`src/rtl/sync_fifo_flags.sv`:
```
// sync_fifo_flags: single-clock FIFO with programmable almost-full/almost-empty
// thresholds, a fill-level output, a synchronous flush, overflow/underflow
// pulses, and a choice of registered or first-word-fall-through read.
module sync_fifo_flags #(
    parameter int WIDTH         = 8,
    parameter int DEPTH         = 16,
    parameter int FWFT          = 0,
    parameter int AFULL_THRESH  = 14,
    parameter int AEMPTY_THRESH = 2
) (
    input  logic                       clk,
    input  logic                       rst_n,
    input  logic                       clr,
    input  logic                       push,
    input  logic [WIDTH-1:0]           push_data,
    output logic                       full,
    output logic                       almost_full,
    output logic                       overflow,
    input  logic                       pop,
    output logic [WIDTH-1:0]           pop_data,
    output logic                       pop_valid,
    output logic                       empty,
    output logic                       almost_empty,
    output logic                       underflow,
    output logic [$clog2(DEPTH+1)-1:0] level
);

    localparam int AW = $clog2(DEPTH);
    localparam int LW = $clog2(DEPTH + 1);

    logic [WIDTH-1:0] r_mem [DEPTH];
    logic [AW-1:0]    r_wr_ptr;
    logic [AW-1:0]    r_rd_ptr;
    logic [LW-1:0]    r_level;
    logic             r_overflow;
    logic             r_underflow;

    logic             w_empty;
    logic             w_full;
    logic             w_pop_ok;
    logic             w_push_ok;

    // Flags are pure decodes of the registered occupancy.
    assign w_empty      = (r_level == '0);
    assign w_full       = (r_level == LW'(DEPTH));
    assign empty        = w_empty;
    assign full         = w_full;
    assign almost_full  = (r_level >= LW'(AFULL_THRESH));
    assign almost_empty = (r_level <= LW'(AEMPTY_THRESH));
    assign level        = r_level;
    assign overflow     = r_overflow;
    assign underflow    = r_underflow;

    // A push into a full FIFO is only legal when a pop frees the slot this cycle.
    assign w_pop_ok  = pop && !w_empty;
    assign w_push_ok = push && (!w_full || w_pop_ok);

    // Storage write; the array carries no reset so it can map onto RAM.
    // NOTE: memories are deliberately left out of the reset; an empty FIFO never reads stale words.
    always_ff @(posedge clk) begin
        if (!clr && w_push_ok) begin
            r_mem[r_wr_ptr] <= push_data;
        end
    end

    // Pointers, occupancy and error pulses; flush wins over push/pop.
    // NOTE: all sequential state uses non-blocking assignments so every register samples pre-edge values.
    always_ff @(posedge clk or negedge rst_n) begin
        if (!rst_n) begin
            r_wr_ptr    <= '0;
            r_rd_ptr    <= '0;
            r_level     <= '0;
            r_overflow  <= 1'b0;
            r_underflow <= 1'b0;
        end else if (clr) begin
            r_wr_ptr    <= '0;
            r_rd_ptr    <= '0;
            r_level     <= '0;
            r_overflow  <= 1'b0;
            r_underflow <= 1'b0;
        end else begin
            r_overflow  <= push && !w_push_ok;
            r_underflow <= pop && !w_pop_ok;
            if (w_push_ok) begin
                r_wr_ptr <= r_wr_ptr + AW'(1);
            end
            if (w_pop_ok) begin
                r_rd_ptr <= r_rd_ptr + AW'(1);
            end
            case ({w_push_ok, w_pop_ok})
                2'b10:   r_level <= r_level + LW'(1);
                2'b01:   r_level <= r_level - LW'(1);
                default: r_level <= r_level;
            endcase
        end
    end

    generate
        if (FWFT == 0) begin : g_std
            logic [WIDTH-1:0] r_pop_data;
            logic             r_pop_valid;

            // Registered read: data and a one-cycle valid follow each accepted pop.
            always_ff @(posedge clk or negedge rst_n) begin
                if (!rst_n) begin
                    r_pop_data  <= '0;
                    r_pop_valid <= 1'b0;
                end else if (clr) begin
                    r_pop_valid <= 1'b0;
                end else begin
                    r_pop_valid <= w_pop_ok;
                    if (w_pop_ok) begin
                        r_pop_data <= r_mem[r_rd_ptr];
                    end
                end
            end

            assign pop_data  = r_pop_data;
            assign pop_valid = r_pop_valid;
        end else begin : g_fwft
            // Head of queue is always presented; pop only acknowledges it.
            assign pop_data  = r_mem[r_rd_ptr];
            assign pop_valid = !w_empty;
        end
    endgenerate

endmodule
```
`config.mk`:
```
export PLATFORM = sky130hd
export DESIGN_NAME = sync_fifo_flags
export DESIGN_NICKNAME = d
export VERILOG_FILES = /design/src/rtl/sync_fifo_flags.sv
export SDC_FILE = /design/constraint.sdc
export NUM_CORES = 1
export LEC_CHECK = 0
export CAP_MARGIN = 10
export CORE_AREA = 5 5 179 112
export DETAILED_ROUTE_END_ITERATION = 10
export DIE_AREA = 0 0 184 117
export DONT_BUFFER_PORTS = 1
export GPL_TIMING_DRIVEN = 0
export SYNTH_ARGS = -nofsm -noshare
export SYNTH_HDL_FRONTEND = slang
export SYNTH_SLANG_ARGS = --single-unit
```
`constraint.sdc`:
```
create_clock -name clk -period 5.1 [get_ports clk]
set_input_delay 0 -clock clk [delete_from_list [all_inputs] [get_ports clk]]
set_output_delay 0 -clock clk [all_outputs]
set_load 0.01 [all_outputs]
```
==> results of run 1 <==
power by group:
group / total (mW) / internal, mW / switching, mW
combinational: 0.374 / 0.152 / 0.223
sequential: 1.50 / 1.41 / 0.0932
clock: 1.30 / 0.745 / 0.554
worst max-delay path by stage:
stage	start	to	slack, ps
final	level[4]$_DFFE_PN0P_	level[4]$_DFFE_PN0P_	2180
after global routing	level[4]$_DFFE_PN0P_	level[4]$_DFFE_PN0P_	1930
after CTS	level[4]$_DFFE_PN0P_	level[4]$_DFFE_PN0P_	2210
after detailed placement	level[4]$_DFFE_PN0P_	level[4]$_DFFE_PN0P_	2230
after global placement	level[4]$_DFFE_PN0P_	r_mem[3][0]$_DFFE_PP_	2240
after floorplan	level[4]$_DFFE_PN0P_	level[4]$_DFFE_PN0P_	2620
registers in the layout, summed over array words and instances (netlist names):
name	flops
level	5
overflow	1
pop_data	8
pop_valid	1
r_mem	128
r_rd_ptr	4
r_wr_ptr	4
underflow	1
per-layer routing:
metal  track usage  up-vias  wire length (µm)
met5             0        -                 0
met2         0.203       99              6240
met1         0.208     1664              6300
met3        0.0287        2              1200
li1              -     1438                 -
met4        0.0399        0                35
synthesized netlist by cell type (2+ instances only):
master | count | area share
o221ai_1 | 8 | 0.011
o21ai_0 | 2 | 0.0016
nand2b_1 | 8 | 0.0080
xor2_1 | 6 | 0.0084
nor2b_1 | 2 | 0.0020
nand3_1 | 2 | 0.0016
ha_1 | 8 | 0.016
mux2i_1 | 19 | 0.030
o211ai_1 | 3 | 0.0036
clkbuf_1 | 6 | 0.0036
or3_1 | 2 | 0.0020
a21oi_1 | 7 | 0.0056
inv_1 | 5 | 0.0030
nor2_1 | 27 | 0.016
nand2_1 | 15 | 0.0090
buf_4 | 3 | 0.0036
dfrtp_1 | 24 | 0.096
a21o_1 | 3 | 0.0036
nor3_1 | 7 | 0.0056
mux2_1 | 3 | 0.0054
buf_2 | 9 | 0.0072
edfxtp_1 | 128 | 0.61
mux4_2 | 32 | 0.12
kinds of logic after synthesis:
group           after synthesis  synth area share
xor+xnor                      7           0.00979
simple gates                 70            0.0531
fa+ha+maj                     9            0.0192
buf+inv                      25            0.0186
compound gates               30            0.0370
mux                          55             0.153
flops                       152             0.710
area by class of cell:
| class | count | share of cell area |
|---|---|---|
| buffer | 19 | 0.0128 |
| inverter | 6 | 0.00307 |
| clock buffer | 18 | 0.0585 |
| clock inverter | 14 | 0.0246 |
| tap | 246 | 0.0420 |
| sequential | 152 | 0.606 |
| timing repair buffer | 13 | 0.0188 |
| multi-input combinational | 171 | 0.234 |
repair_timing:
action | in CTS | in global routing
hold endpoints to repair | 158 | 0
resized for setup | 0 | 0
hold buffers | 12 | 0
==> metrics, run 1 <==
Critical Path End Type flip-flop; Startpoint Class flip-flop; Placer Congestion 0.826; setup repair bufs after CTS 0; first-pass GRT wire length 21200 µm; Cell variety after synth 42; initial core utilization 0.340; Design Area, Final 7330 µm²; maximum root-to-sink buffer count 2; Post-DP Area 6590 µm²; Die ar. 21500 µm²; final setup margin 2180 ps; clk_skew 28.1 ps; DIE WIDTH 184 µm; final wirelength 13800 µm; slowest stage delay, CP 560 ps; Synthesized Nets 370; most common cell after layout, fill and taps aside edfxtp_1; R2R depth 9; fin crit share 0.572; Seq. cell area 4440 µm²; Non-Filler Instances 639; CP cell instances buf_2, nor3_1, a21oi_1, inv_1, fa_1, nand2b_1, a21oi_1, mux2_2, a31oi_1; sequential area share after synthesis 0.710; GR Util All Layers 0.138; ys async rst share 0.158; fill count 1661; antenna cells 0; Worst Max-Slew Pin Slew 1040 ps; Ports 33; vias in the first global route 3286; antenna violations before repair 0; Final Hold Fails 0; Die Y 117 µm; CTS sink cnt 152; Cell Pwr Density 433 nW/µm²; TritonCTS Buffers 17; Arr. time, crit path 3240 ps; core area 18400 µm²; status finished clean; pin count of the biggest net entering global routing 25; initial drt markers 304; Slew Limit Fails 0; Synth Area per Inst 18.0 µm²; vias per std cell 5.01; post-route ant nets 0; most frequent cells in the layout edfxtp_1, mux4_2, nor2_1, dfrtp_1, mux2i_1; final HPWL from detailed placement 8900 µm; Worst-Skew Late Latency 430 ps; Reg-to-Reg Start level[4]$_DFFE_PN0P_; total grt overflow 0; unrepaired setup endpoints after global routing false; Worst-path clk slew 70 ps; post-synth design cell area 6260 µm²; H-tree Lvls 4; Ys Warns 0; Core Util, Final 0.398; RR Endpoint level[4]$_DFFE_PN0P_; cells after synthesis 348; Synth-to-Final Area Change 17.1%; Hold WC Path Type in -> async; vias 3203; Most used DFF post-synth edfxtp_1; Final Setup Violations 0; Stages on worst setup path 9; Worst VDD drop 0.000198 V; Total Power 3.18 mW; Multi-input gate area 1720 µm²; nets 402; number of max-cap violations 0; Buffers & Inverters on Critical Path 2; Rows 39; number of flops mapped to enable cells by yosys 128; share of layout cells above drive strength 1 0.224; Required @ worst endpoint 5430 ps; First-pass DRT Iterations 5; clock root cell clkbuf_16; Tmin final 2920 ps; Lkg Pwr 2.43 nW; Crit Path Class reg -> reg; TNS Setup 0 ps; Max Fclk 343 MHz; DP Cell Count 595; delay-heaviest family, CP compound AO/OA/AOI/OAI gates; count of state elements after synthesis 152; crit-path most repeated cell a21oi_1; Port Buffers 0; routed wire length per instance 21.5 µm; Slowest-stage cell, CP a21oi_1; Reg2Reg Setup Slack 2180 ps; Place WS 2230 ps; critical path peak fanout 10; WHS 6.60 ps; DRC Markers 0; CTS tree built; Rel. slew slack 0.305
Power figures use the tool's default switching activity.
==> run 2: changes to the inputs <==
--- a/config.mk
+++ b/config.mk
@@ -5,10 +5,11 @@
 export SDC_FILE = /design/constraint.sdc
 export NUM_CORES = 1
 export LEC_CHECK = 0
+export ABC_AREA = 1
 export CAP_MARGIN = 10
-export CORE_AREA = 5 5 179 112
+export CORE_AREA = 5 5 189 118
 export DETAILED_ROUTE_END_ITERATION = 10
-export DIE_AREA = 0 0 184 117
+export DIE_AREA = 0 0 194 123
 export DONT_BUFFER_PORTS = 1
 export GPL_TIMING_DRIVEN = 0
 export SYNTH_ARGS = -nofsm -noshare
==> constraint.sdc (replaced) <==
create_clock -name clk -period 2.6 [get_ports clk]
set_input_delay 0 -clock clk [delete_from_list [all_inputs] [get_ports clk]]
set_output_delay 0 -clock clk [all_outputs]
set_load 0.01 [all_outputs]
==> metrics, run 2 <==
status finished clean; Total Power 7.62 mW (+140%); largest family of logic cells by synthesized area simple AND/OR/NAND/NOR gates; final wirelength 17300 µm (+26%); Rel. slew slack 0.398 (+0.0935); DP Cell Count 976 (+64%); CP cell instances nor2_4, nand2_2, nor2_2, nand2_2, nand2_4, nor2_8, nand2_4, nor2_1; Hold Startpoint clr; Ports 33 (unchanged); Multi-input gate area 1930 µm² (+12%); number of flops mapped to enable cells by yosys 128 (unchanged); Cell Pwr Density 940 nW/µm² (+120%); post-route ant nets 0 (unchanged); Synth-to-Final Area Change 15.7%; H-tree Lvls 4 (unchanged); initial drt markers 416 (+37%); max reg flops 128 (unchanged); Required @ worst endpoint 2650 ps (-2780 ps); top cells by area, synth edfxtp_1, nand2_1, dfrtp_1; setup repair bufs after CTS 0 (unchanged); Most used DFF post-synth edfxtp_1; Rows 41 (+5.1%); Max Fclk 429 MHz (+25%); Synth area leader edfxtp_1; fill count 1987 (+20%); hold path cells 4; fin crit share 0.897 (+0.325); Reg2Reg Setup Slack 270 ps (-1920 ps); RR Endpoint r_mem[10][7]$_DFFE_PP_; antenna violations before repair 0 (unchanged); Place WS 242 ps (-1990 ps); clock network power share 0.334 (-0.075); R2R depth 8 (-1); Int Power 4.97 mW (+120%); top-area cell type share of the netlist area 0.548 (-0.0656); Worst VDD drop 0.000498 V (+150%); Lkg Pwr 3.55 nW (+46%); CTS tree built; First-pass DRT Iterations 5 (unchanged); Slew Limit Fails 0 (unchanged); Arr. time, crit path 2380 ps (-860 ps); combinational power share 0.269 (+0.151); Final Setup Violations 0 (unchanged); Non-Filler Instances 1022 (+60%); Reg-to-Reg Start level[0]$_DFFE_PN0P_; most frequent cell after synthesis nand2_1; Port Buffers 0 (unchanged); vias per std cell 4.67 (-6.8%); core area 20500 µm² (+11%); Worst Max-Slew Pin Slew 880 ps (-159 ps); Final Hold Fails 0 (unchanged); Min-Delay Endpoint level[3]$_DFFE_PN0P_; pin count of the biggest net entering global routing 25 (unchanged); DIE WIDTH 194 µm (+5.4%); largest register by flop count r_mem; TNS Setup 0 ps (unchanged); Seq. cell area 4440 µm² (unchanged); Hold WC Path Type in -> reg; GR Util All Layers 0.153 (+0.0151); TritonCTS Buffers 17 (unchanged); WHS 12.7 ps (+6.06 ps); Synthesized Nets 719 (+94%); unrepaired setup endpoints after global routing false; Synth Area in XOR/XNOR 0.00375 (-0.00604); routed wire length per instance 16.9 µm (-21%); Ys Warns 0 (unchanged); Critical Path End Type flip-flop; vias in the first global route 4701 (+43%); Crit Path Class reg -> reg; share of layout cells above drive strength 1 0.112 (-0.112); first-pass GRT wire length 27200 µm (+28%); cells after synthesis 697 (+100%); Design Area, Final 8110 µm² (+11%); vias 4775 (+49%); Net Sw Power 2.65 mW (+200%); Post-Synth Adder-Cell Area 0.0171 (-0.00205); post-synthesis mux area share 0 (-0.153); antenna cells 0 (unchanged); clk_skew 7.92 ps (-20.2 ps); Die ar. 23900 µm² (+11%); most common cell after layout, fill and taps aside nand2_1; synthesized-area fraction occupied by ao, oa, aoi and oai cells 0.0116 (-0.0254); sequential area share after synthesis 0.634 (-0.0759); ys async rst share 0.158 (unchanged); clock root cell clkbuf_16; number of max-cap violations 0 (unchanged); Sw Ratio 0.348 (+0.0742); Synth Area per Inst 10.1 µm² (-44%); Core Util, Final 0.396 (-0.00115); maximum root-to-sink buffer count 2 (unchanged); simple-gate area share of the yosys netlist 0.242 (+0.189); CTS sink cnt 152 (unchanged); Tmin final 2330 ps (-584 ps); Placer Congestion 0.937 (+13%); Slowest-stage cell, CP nor2_1; most frequent cells in the layout nand2_1, edfxtp_1, inv_1, nand3_1, dfrtp_1; initial core utilization 0.343 (+0.00306); final HPWL from detailed placement 12200 µm (+37%); Worst-path clk slew 70 ps (about the same); post-synth design cell area 7010 µm² (+12%); total grt overflow 0 (unchanged); Startpoint Class flip-flop; critical path peak fanout 8 (-2); nets 752 (+87%); slowest stage delay, CP 670 ps (+110 ps); DRC Markers 0 (unchanged); list of most frequent post-synthesis cells nand2_1, edfxtp_1, inv_1; Worst-Skew Late Latency 430 ps (about the same); final setup margin 268 ps (-1920 ps); Seq pwr share 0.397 (-0.076); Die Y 123 µm (+5.1%); Cell variety after synth 34 (-19%); Post-DP Area 7360 µm² (+12%); count of state elements after synthesis 152 (unchanged)
run 2: layout make-up:
cell class | count | area share
Clock buffer | 18 | 0.0529
Sequential cell | 152 | 0.548
Tap cell | 279 | 0.0430
Timing Repair Buffer | 14 | 0.0185
Buffer | 28 | 0.0236
Multi-Input combinational cell | 398 | 0.238
Inverter | 119 | 0.0554
Clock inverter | 14 | 0.0213
run 2: how the worst max path moves through the flow:
stage                               from  slack, ps                     end
global route        level[1]$_DFFE_PN0P_         60   r_mem[8][7]$_DFFE_PP_
finish              level[0]$_DFFE_PN0P_        270  r_mem[10][7]$_DFFE_PP_
global placement    level[1]$_DFFE_PN0P_        270   r_mem[8][7]$_DFFE_PP_
floorplan           level[1]$_DFFE_PN0P_        690    level[4]$_DFFE_PN0P_
detailed placement  level[0]$_DFFE_PN0P_        240   r_mem[8][7]$_DFFE_PP_
CTS                 level[0]$_DFFE_PN0P_        230   r_mem[8][7]$_DFFE_PP_
run 2: critical path, delay by kind of cell (launching register included):
family | cells | cell delay [ps]
and+or+nand+nor | 8 | 1400
DFF | 1 | 550
run 2: routing by layer:
| layer | share of wire | global-route usage | vias up |
|---|---|---|---|
| met5 | 0 | 0 | - |
| met3 | 0.097 | 0.0566 | 22 |
| met4 | 0.014 | 0.0413 | 0 |
| met1 | 0.50 | 0.225 | 2269 |
| li1 | - | - | 2312 |
| met2 | 0.39 | 0.211 | 172 |
run 2: power by group through the flow:
| stage | clock [mW] | combinational (mW) | sequential (mW) |
|---|---|---|---|
| final | 2.55 | 2.05 | 3.03 |
| after global routing | 2.69 | 2.28 | 3.06 |
| after CTS | 2.58 | 2.02 | 3.03 |
| after detailed placement | 0 | 1.94 | 3.08 |
| after global placement | 0 | 1.92 | 3.08 |
| after floorplan | 0 | 1.39 | 3.03 |
run 2: what timing repair did:
item	CTS	global route
hold buffers	14	0
endpoints found under the hold margin	175	0
gates resized for setup	0	0
run 2: logic make-up (layout without fill, tap and decap cells):
group,after synthesis,count (layout)
compound gates,14,14
xor+xnor,3,3
fa+ha+maj,9,9
buf+inv,147,193
flops,152,152
simple gates,372,372
